$ cat src/rtl/life_gen_ctrl.sv
// life_gen_ctrl: generation sequencer for the life array.
// A step request runs one full generation. The FSM scans every cell
// (nxt_bit/cnt), waits for the new-state pipe to drain, and then pulses
// gen_done. Cursor/flip editing is enabled only while the FSM is idle.
// Optional auto-run timer: define LIFE_AUTORUN_EN to enable it.
module life_gen_ctrl #(
    parameter int unsigned X          = 8,
    parameter int unsigned Y          = 8,
    parameter int unsigned LOG2X      = 3,
    parameter int unsigned LOG2Y      = 3,
    parameter int unsigned PIPE_DEPTH = 9,
    parameter int unsigned GEN_W      = 16,
    parameter int unsigned PERIOD_W   = 24
) (
    input  logic                   clk,
    input  logic                   reset,
    input  logic                   key_nxt,
    input  logic                   key_run,
    input  logic [PERIOD_W-1:0]    period,
    output logic                   nxt_bit,
    output logic [LOG2X+LOG2Y-1:0] cnt,
    output logic                   edit_en,
    output logic                   busy,
    output logic                   gen_done,
    output logic [GEN_W-1:0]       gen_count,
    output logic                   running
);

    localparam int unsigned CntW   = LOG2X + LOG2Y;
    localparam int unsigned DrainW = $clog2(PIPE_DEPTH + 1);
    localparam logic [CntW-1:0]   LastCell  = CntW'(X * Y - 1);
    // The scan-exit cycle plus PIPE_DEPTH drain cycles, so gen_done lands
    // X*Y+PIPE_DEPTH cycles after the first scanned cell.
    localparam logic [DrainW-1:0] LastDrain = DrainW'(PIPE_DEPTH);

    typedef enum logic [1:0] {StIdle, StScan, StFlush} state_e;

    state_e            state_q, state_d;
    logic [CntW-1:0]   cnt_q, cnt_d;
    logic [DrainW-1:0] drain_q, drain_d;
    logic [GEN_W-1:0]  gen_count_q, gen_count_d;
    logic              key_nxt_q;
    logic              nxt_edge;
    logic              step_req;

    assign nxt_edge = key_nxt & ~key_nxt_q;

`ifdef LIFE_AUTORUN_EN
    logic                key_run_q;
    logic                running_q, running_d;
    logic [PERIOD_W-1:0] timer_q, timer_d;
    logic [PERIOD_W-1:0] period_last;
    logic                run_edge;
    logic                timer_fire;

    assign run_edge    = key_run & ~key_run_q;
    // A period of 0 behaves like 1, so the timer fires on its first cycle.
    assign period_last = (period == '0) ? '0 : period - 1'b1;
    assign timer_fire  = running_q && (state_q == StIdle) && (timer_q >= period_last);
    assign step_req    = nxt_edge | timer_fire;
    assign running     = running_q;

    // Run toggle and idle-time timer; the timer restarts on every idle entry and on stop.
    always_comb begin
        running_d = running_q ^ run_edge;
        timer_d   = timer_q + 1'b1;
        if (!running_q || run_edge || (state_q != StIdle) || timer_fire) begin
            timer_d = '0;
        end
    end

    // Auto-run registers.
    always_ff @(posedge clk or posedge reset) begin
        if (reset) begin
            key_run_q <= 1'b0;
            running_q <= 1'b0;
            timer_q   <= '0;
        end else begin
            key_run_q <= key_run;
            running_q <= running_d;
            timer_q   <= timer_d;
        end
    end
`else
    logic unused_autorun;

    assign unused_autorun = ^{key_run, period};
    assign step_req       = nxt_edge;
    assign running        = 1'b0;
`endif

    // Next-state logic and decoded outputs; requests outside idle are dropped.
    always_comb begin
        state_d     = state_q;
        cnt_d       = cnt_q;
        drain_d     = drain_q;
        gen_count_d = gen_count_q;
        nxt_bit     = 1'b0;
        edit_en     = 1'b0;
        busy        = 1'b1;
        gen_done    = 1'b0;
        unique case (state_q)
            StIdle: begin
                edit_en = 1'b1;
                busy    = 1'b0;
                if (step_req) begin
                    state_d = StScan;
                    cnt_d   = '0;
                end
            end
            StScan: begin
                nxt_bit = 1'b1;
                if (cnt_q == LastCell) begin
                    state_d = StFlush;
                    cnt_d   = '0;
                    drain_d = '0;
                end else begin
                    cnt_d = cnt_q + 1'b1;
                end
            end
            StFlush: begin
                if (drain_q == LastDrain) begin
                    gen_done    = 1'b1;
                    gen_count_d = gen_count_q + 1'b1;
                    state_d     = StIdle;
                end else begin
                    drain_d = drain_q + 1'b1;
                end
            end
            default: state_d = StIdle;
        endcase
    end

    // State, counters and key edge register.
    always_ff @(posedge clk or posedge reset) begin
        if (reset) begin
            state_q     <= StIdle;
            cnt_q       <= '0;
            drain_q     <= '0;
            gen_count_q <= '0;
            key_nxt_q   <= 1'b0;
        end else begin
            state_q     <= state_d;
            cnt_q       <= cnt_d;
            drain_q     <= drain_d;
            gen_count_q <= gen_count_d;
            key_nxt_q   <= key_nxt;
        end
    end

    assign cnt       = cnt_q;
    assign gen_count = gen_count_q;

endmodule

$ cat config.mk
export PLATFORM = sky130hd
export DESIGN_NAME = life_gen_ctrl
export DESIGN_NICKNAME = d
export VERILOG_FILES = /design/src/rtl/life_gen_ctrl.sv
export SDC_FILE = /design/constraint.sdc
export NUM_CORES = 1
export LEC_CHECK = 0
export ABC_AREA = 1
export CAP_MARGIN = 20
export CORE_UTILIZATION = 45
export DETAILED_ROUTE_END_ITERATION = 8
export PLACE_DENSITY = 0.85
export RECOVER_POWER = 25
export SLEW_MARGIN = 20
export SYNTH_ARGS = -nofsm -noshare
export SYNTH_HDL_FRONTEND = slang
export SYNTH_SLANG_ARGS = --single-unit
$ cat constraint.sdc
create_clock -name clk -period 1.9 [get_ports clk]
set_input_delay 0.19 -clock clk [delete_from_list [all_inputs] [get_ports clk]]
set_output_delay 0.19 -clock clk [all_outputs]
set_load 0.01 [all_outputs]
Word-level counts from Yosys, hierarchy flattened
Cells that the tools add are included.

Add/subtract/negate cells: 3. Equality and inequality tests: 8. Multiplexer cells: 15. Bitwise operators: 2. Reduce and logical (&&, ||, !) cells: 7.

Operator list (number): $add 16x1->16 const B (1); $mux 6 (2); $pmux 6 s2 (1); $mux 4 (2); $ne 2x2->1 const B (4); $pmux 4 s2 (1); $add 6x1->6 const B (1); $eq 6x6->1 const B (1); $mux 2 (3); $pmux 2 s3 (1); $reduce_and 3->1 (2); $mux 1 (5); $add 4x1->4 const B (1); $eq 4x4->1 const B (1); $reduce_and 2->1 (2); $reduce_bool 2->1 (2); $eq 2x1->1 const B (1); $eq 2x2->1 const B (1); $logic_not 2->1 (1); $and 1x1->1 (1); $not 1->1 (1).

Bits in registers: 29. Bits of input ports: 28. Output and inout port bits: 27.

Depth between registers and ports, before layout
Word-level depth: 4. Depth in mapped cells: 9. Gate-level depth less buffers: 9.

Worst setup path before layout
OpenSTA, ideal clock, no wires.

Kind: register -> register. Start: register gen_count_q[0], in the netlist gen_count[0]. End: register gen_count_q[10], in the netlist gen_count[10]. Setup time: 0.117 ns. Arrival: 1.231 ns. Required time: 1.783 ns. Setup slack: 0.552 ns. Cell stages (with the launch flop): 9. Path buffers: 0. Path through: dfrtp_1 -> ha_1 -> nand3_1 -> nor2_2 -> nand2_4 -> nor2_4 -> nand2_1 -> nand2_1 -> nand2_1.

Word-level cells in the longest chain between the ends: 1.

Ends and longest elaborated chain: start, declared (line 41) `logic [GEN_W-1:0] gen_count_q, gen_count_d;`; start signal, assigned (line 146) `gen_count_q <= gen_count_d;`; $add 16x1->16 (line 124) `gen_count_d = gen_count_q + 1'b1;`.

No other way between the ends. A chain may end at the register's enable or synchronous reset.

Final worst setup path
Start: register state_q[1]. End: output port nxt_bit.

Word-level cells in the longest chain between the ends: 2.

Ends and longest elaborated chain: start, declared (line 38) `state_e state_q, state_d;`; start signal, assigned (line 137) `state_q <= StIdle;`; start signal, assigned (line 143) `state_q <= state_d;`; $eq 2x1->1 (line 102) `unique case (state_q)`; $mux 1 (line 102); end, declared (line 20) `output logic nxt_bit,`.

No other way between the ends.

==> results.md <==
## Yosys
• register bit total from synthesis: 29
• cell type contributing the most total cell area after synthesis: sky130_fd_sc_hd__dfrtp_1
• adder-cell share of the synthesized area: 3.125%
• Cell Area, Synth: 1602 µm²
• top post-synthesis cells by area: sky130_fd_sc_hd__dfrtp_1 (45%), sky130_fd_sc_hd__nand2_1 (14%), sky130_fd_sc_hd__inv_1 (5.2%)
• warnings from Yosys: 0
• combinational family with the most area after synthesis: simple AND/OR/NAND/NOR gates
• multiplexer fraction of the synthesized cell area: 0%
• share of the synthesized area in the top cell type: 45.31%
• Simple-Gate Fraction of Synth Area: 34.45%
• post-synth net total: 233
• Synth Area in Compound Gates: 3.906%
• distinct cell type count after synthesis: 25
• xor/xnor cell area share of the yosys netlist: 5.469%
• count of mapped cells out of synthesis: 201
• mean post-synth cell area: 7.968 µm²
• sequential area share after synthesis: 45.31%

## Placement
• area post-placement: 1932 µm²
• number of port buffers: 28
• detailed placement HPWL: 2.260 mm
• GP Congestion: 0.8318

## Clock tree
• Worst-path clk slew: 0.09 ns
• total clock buffers created by CTS: 5
• Clock Tree Root: sky130_fd_sc_hd__clkbuf_4
• maximum root-to-sink buffer count: 2
• CTS tree: built
• sink count of the clock tree: 29
• clock network latency to the later pin of the worst-skew pair: 0.34 ns
• maximum level of the CTS H-tree: 2
• count of buffers added by post-CTS timing repair for setup: 0

## Timing
• final clock period utilization by the worst path: 93.01%
• number of endpoints with negative hold slack in the final report: 0
• Fin Clk Skew: 0.01485 ns
• setup repair after global routing missed its margin: false
• setup-violating endpoint count in the final report: 0
• achievable frequency: 0.5659 GHz
• min cycle time layout: 1.767 ns
• max-slew violation count: 0
• relative slew slack: 52.55%
• transition at the pin with the smallest max-transition slack: 0.7118 ns
• Fin Setup TNS: 0 ns

## Floorplanning
• floorplan die height: 61.66 µm
• starting density of the core: 47.62%
• width of the die: 61.66 µm
• area inside the core boundary: 3363 µm²
• standard-cell rows: 21
• Die Outline Area: 3801 µm²
• Boundary Pins: 55

## Final layout
• Filler cells: 320
• sequential cell area: 725.7 µm²
• final instance area: 1983 µm²
• number of nets in the layout: 268
• most frequent standard cell in the layout excluding fill and tap cells: sky130_fd_sc_hd__nand2_1
• Ant. Diodes: 0
• most used cells in the layout excluding fill and tap cells: sky130_fd_sc_hd__nand2_1 (59), sky130_fd_sc_hd__dfrtp_1 (29), sky130_fd_sc_hd__clkdlybuf4s50_1 (25), sky130_fd_sc_hd__inv_1 (22), sky130_fd_sc_hd__nor2_1 (20)
• Area Growth Syn to Fin: 23.83%
• fraction of layout instances using a drive strength above 1: 13.08%
• area occupied by multi-input gates: 755.7 µm²

## Critical path
• CP Data Arrival Time: 1.58 ns
• delay of the slowest critical-path stage: 0.54 ns
• critical path class: reg2out
• maximum fanout encountered on the critical timing path: 6
• cells along the critical path: inv_1, nand2_2, inv_2, clkdlybuf4s50_1
• number of buffer and inverter instances along the worst setup path: 3
• crit path max-delay cell type: sky130_fd_sc_hd__clkdlybuf4s50_1
• cell type group with the largest total delay on the critical path: buffers and inverters
• CP Data Required Time: 1.71 ns
• element type at the critical path end: output pin
• crit path launch type: flop

## Power and ir drop
• leakage power figure: 0.0009509 µW
• Peak VDD IR: 417.9 µV
• Power Dens Cells: 750.2 nW/µm²

## Detailed routing
• aggregate routed wire length: 3.008 mm
• routed via count divided by cell count: 4.792
• final antenna-violating net count: 0
• via total after detailed routing: 1356
• drt wl/cell: 10.63 µm
• drt pass-1 iters: 4
• violation count after the first detailed-routing iteration: 31
• DRC: 0

## GRT
• maximum number of pins on one net before global-route repair: 30
• global-route wire length before repair: 5.147 mm
• global-route total usage across every layer: 19.02%
• global route total overflow: 0
• number of global-route vias before repair: 1204
• antenna violations before repair: 0

## Worst hold path
• path type of the worst min-delay path: in2reg

## Run status
• outcome: finished clean

## Flow run
• Max-cap violations: 0

per-layer routing:
layer  vias up  global-route usage (%)  part of all wire (%)
met1       631                   24.67                    48
li1        694                       -                     -
met4         0                   9.206                   2.0
met3         6                   5.672                   3.8
met5         -                       0                     0
met2        25                   29.03                    46
cell usage after synthesis, drive strengths merged:
master	n
buf	2
xnor2	4
nor3	1
ha	4
o21ai	9
conb	1
nor2	26
dfrtp	29
a21oi	2
o31ai	1
nand4	5
nand3	17
inv	26
nand2	67
xor2	6
nand3b	1
area by class of cell:
| cell class | instances | share of cell area, % |
|---|---|---|
| multi-input cells | 144 | 38.11 |
| flip-flops and latches | 29 | 36.59 |
| repair buffers | 30 | 14.70 |
| inverters | 26 | 4.921 |
| well taps | 46 | 2.902 |
| clock buffers | 5 | 1.893 |
| clock inverters | 3 | 0.8833 |
metrics by stage:
stage	hold WS (ns)	cells	setup slack [ns]	utilization, %	total power (µW)
after floorplan	0.2214	201	0.5524	-	960.9
after global placement	0.5113	275	0.2935	57.44	1124
after detailed placement	0.5165	275	0.2700	57.44	1135
after CTS	0.2106	283	0.1193	59.04	1506
after global routing	0.4315	283	0.04769	58.97	1585
final	0.4351	283	0.1328	58.97	1488
power breakdown:
part | leakage, µW | internal, µW | switching (µW)
logic | 0.000546 | 186 | 180
registers | 0.000374 | 678 | 70.9
clock network | 0.0000310 | 139 | 234
flip-flops by register name, indices dropped and copies added (netlist names):
name,flops
key_nxt_q,1
gen_count,16
cnt,6
drain_q,4
state_q,2
path summary, 6_finish.rpt:
kind,from,slack (ns),cells past startpoint,to
worst max-delay path,state_q[1],0.13,4,nxt_bit
worst min-delay path,key_nxt,0.44,1,key_nxt_q
worst max register to register,drain_q[1],0.26,10,gen_count[10]
worst min register to register,gen_count[8],0.53,1,gen_count[8]
max in group asynchronous,reset,0.96,3,gen_count[1]
min in group asynchronous,reset,0.47,3,cnt[0]
repair_timing:
| action | CTS | global route |
|---|---|---|
| gates resized for setup | 1 | 0 |
| hold buffers | 0 | 0 |
| endpoints found under the setup margin | 1 | 0 |
worst reg2reg max path, stage by stage, from the launching register on:
cell and delay [ns]:
sky130_fd_sc_hd__dfrtp_1 0.40, sky130_fd_sc_hd__inv_1 0.08, sky130_fd_sc_hd__ha_1 0.17, sky130_fd_sc_hd__nand3_2 0.15
sky130_fd_sc_hd__nor2_8 0.12, sky130_fd_sc_hd__buf_4 0.23, sky130_fd_sc_hd__nand2_4 0.09, sky130_fd_sc_hd__nor2_4 0.12
sky130_fd_sc_hd__nand2_1 0.08, sky130_fd_sc_hd__nand2_1 0.07, sky130_fd_sc_hd__nand2_1 0.05
cell families after synthesis:
family | count (synthesis)
simple gates | 117
flops | 29
buf+inv | 28
compound gates | 12
xor+xnor | 10
fa+ha+maj | 4
other cells | 1
Power figures use the tool's default switching activity.
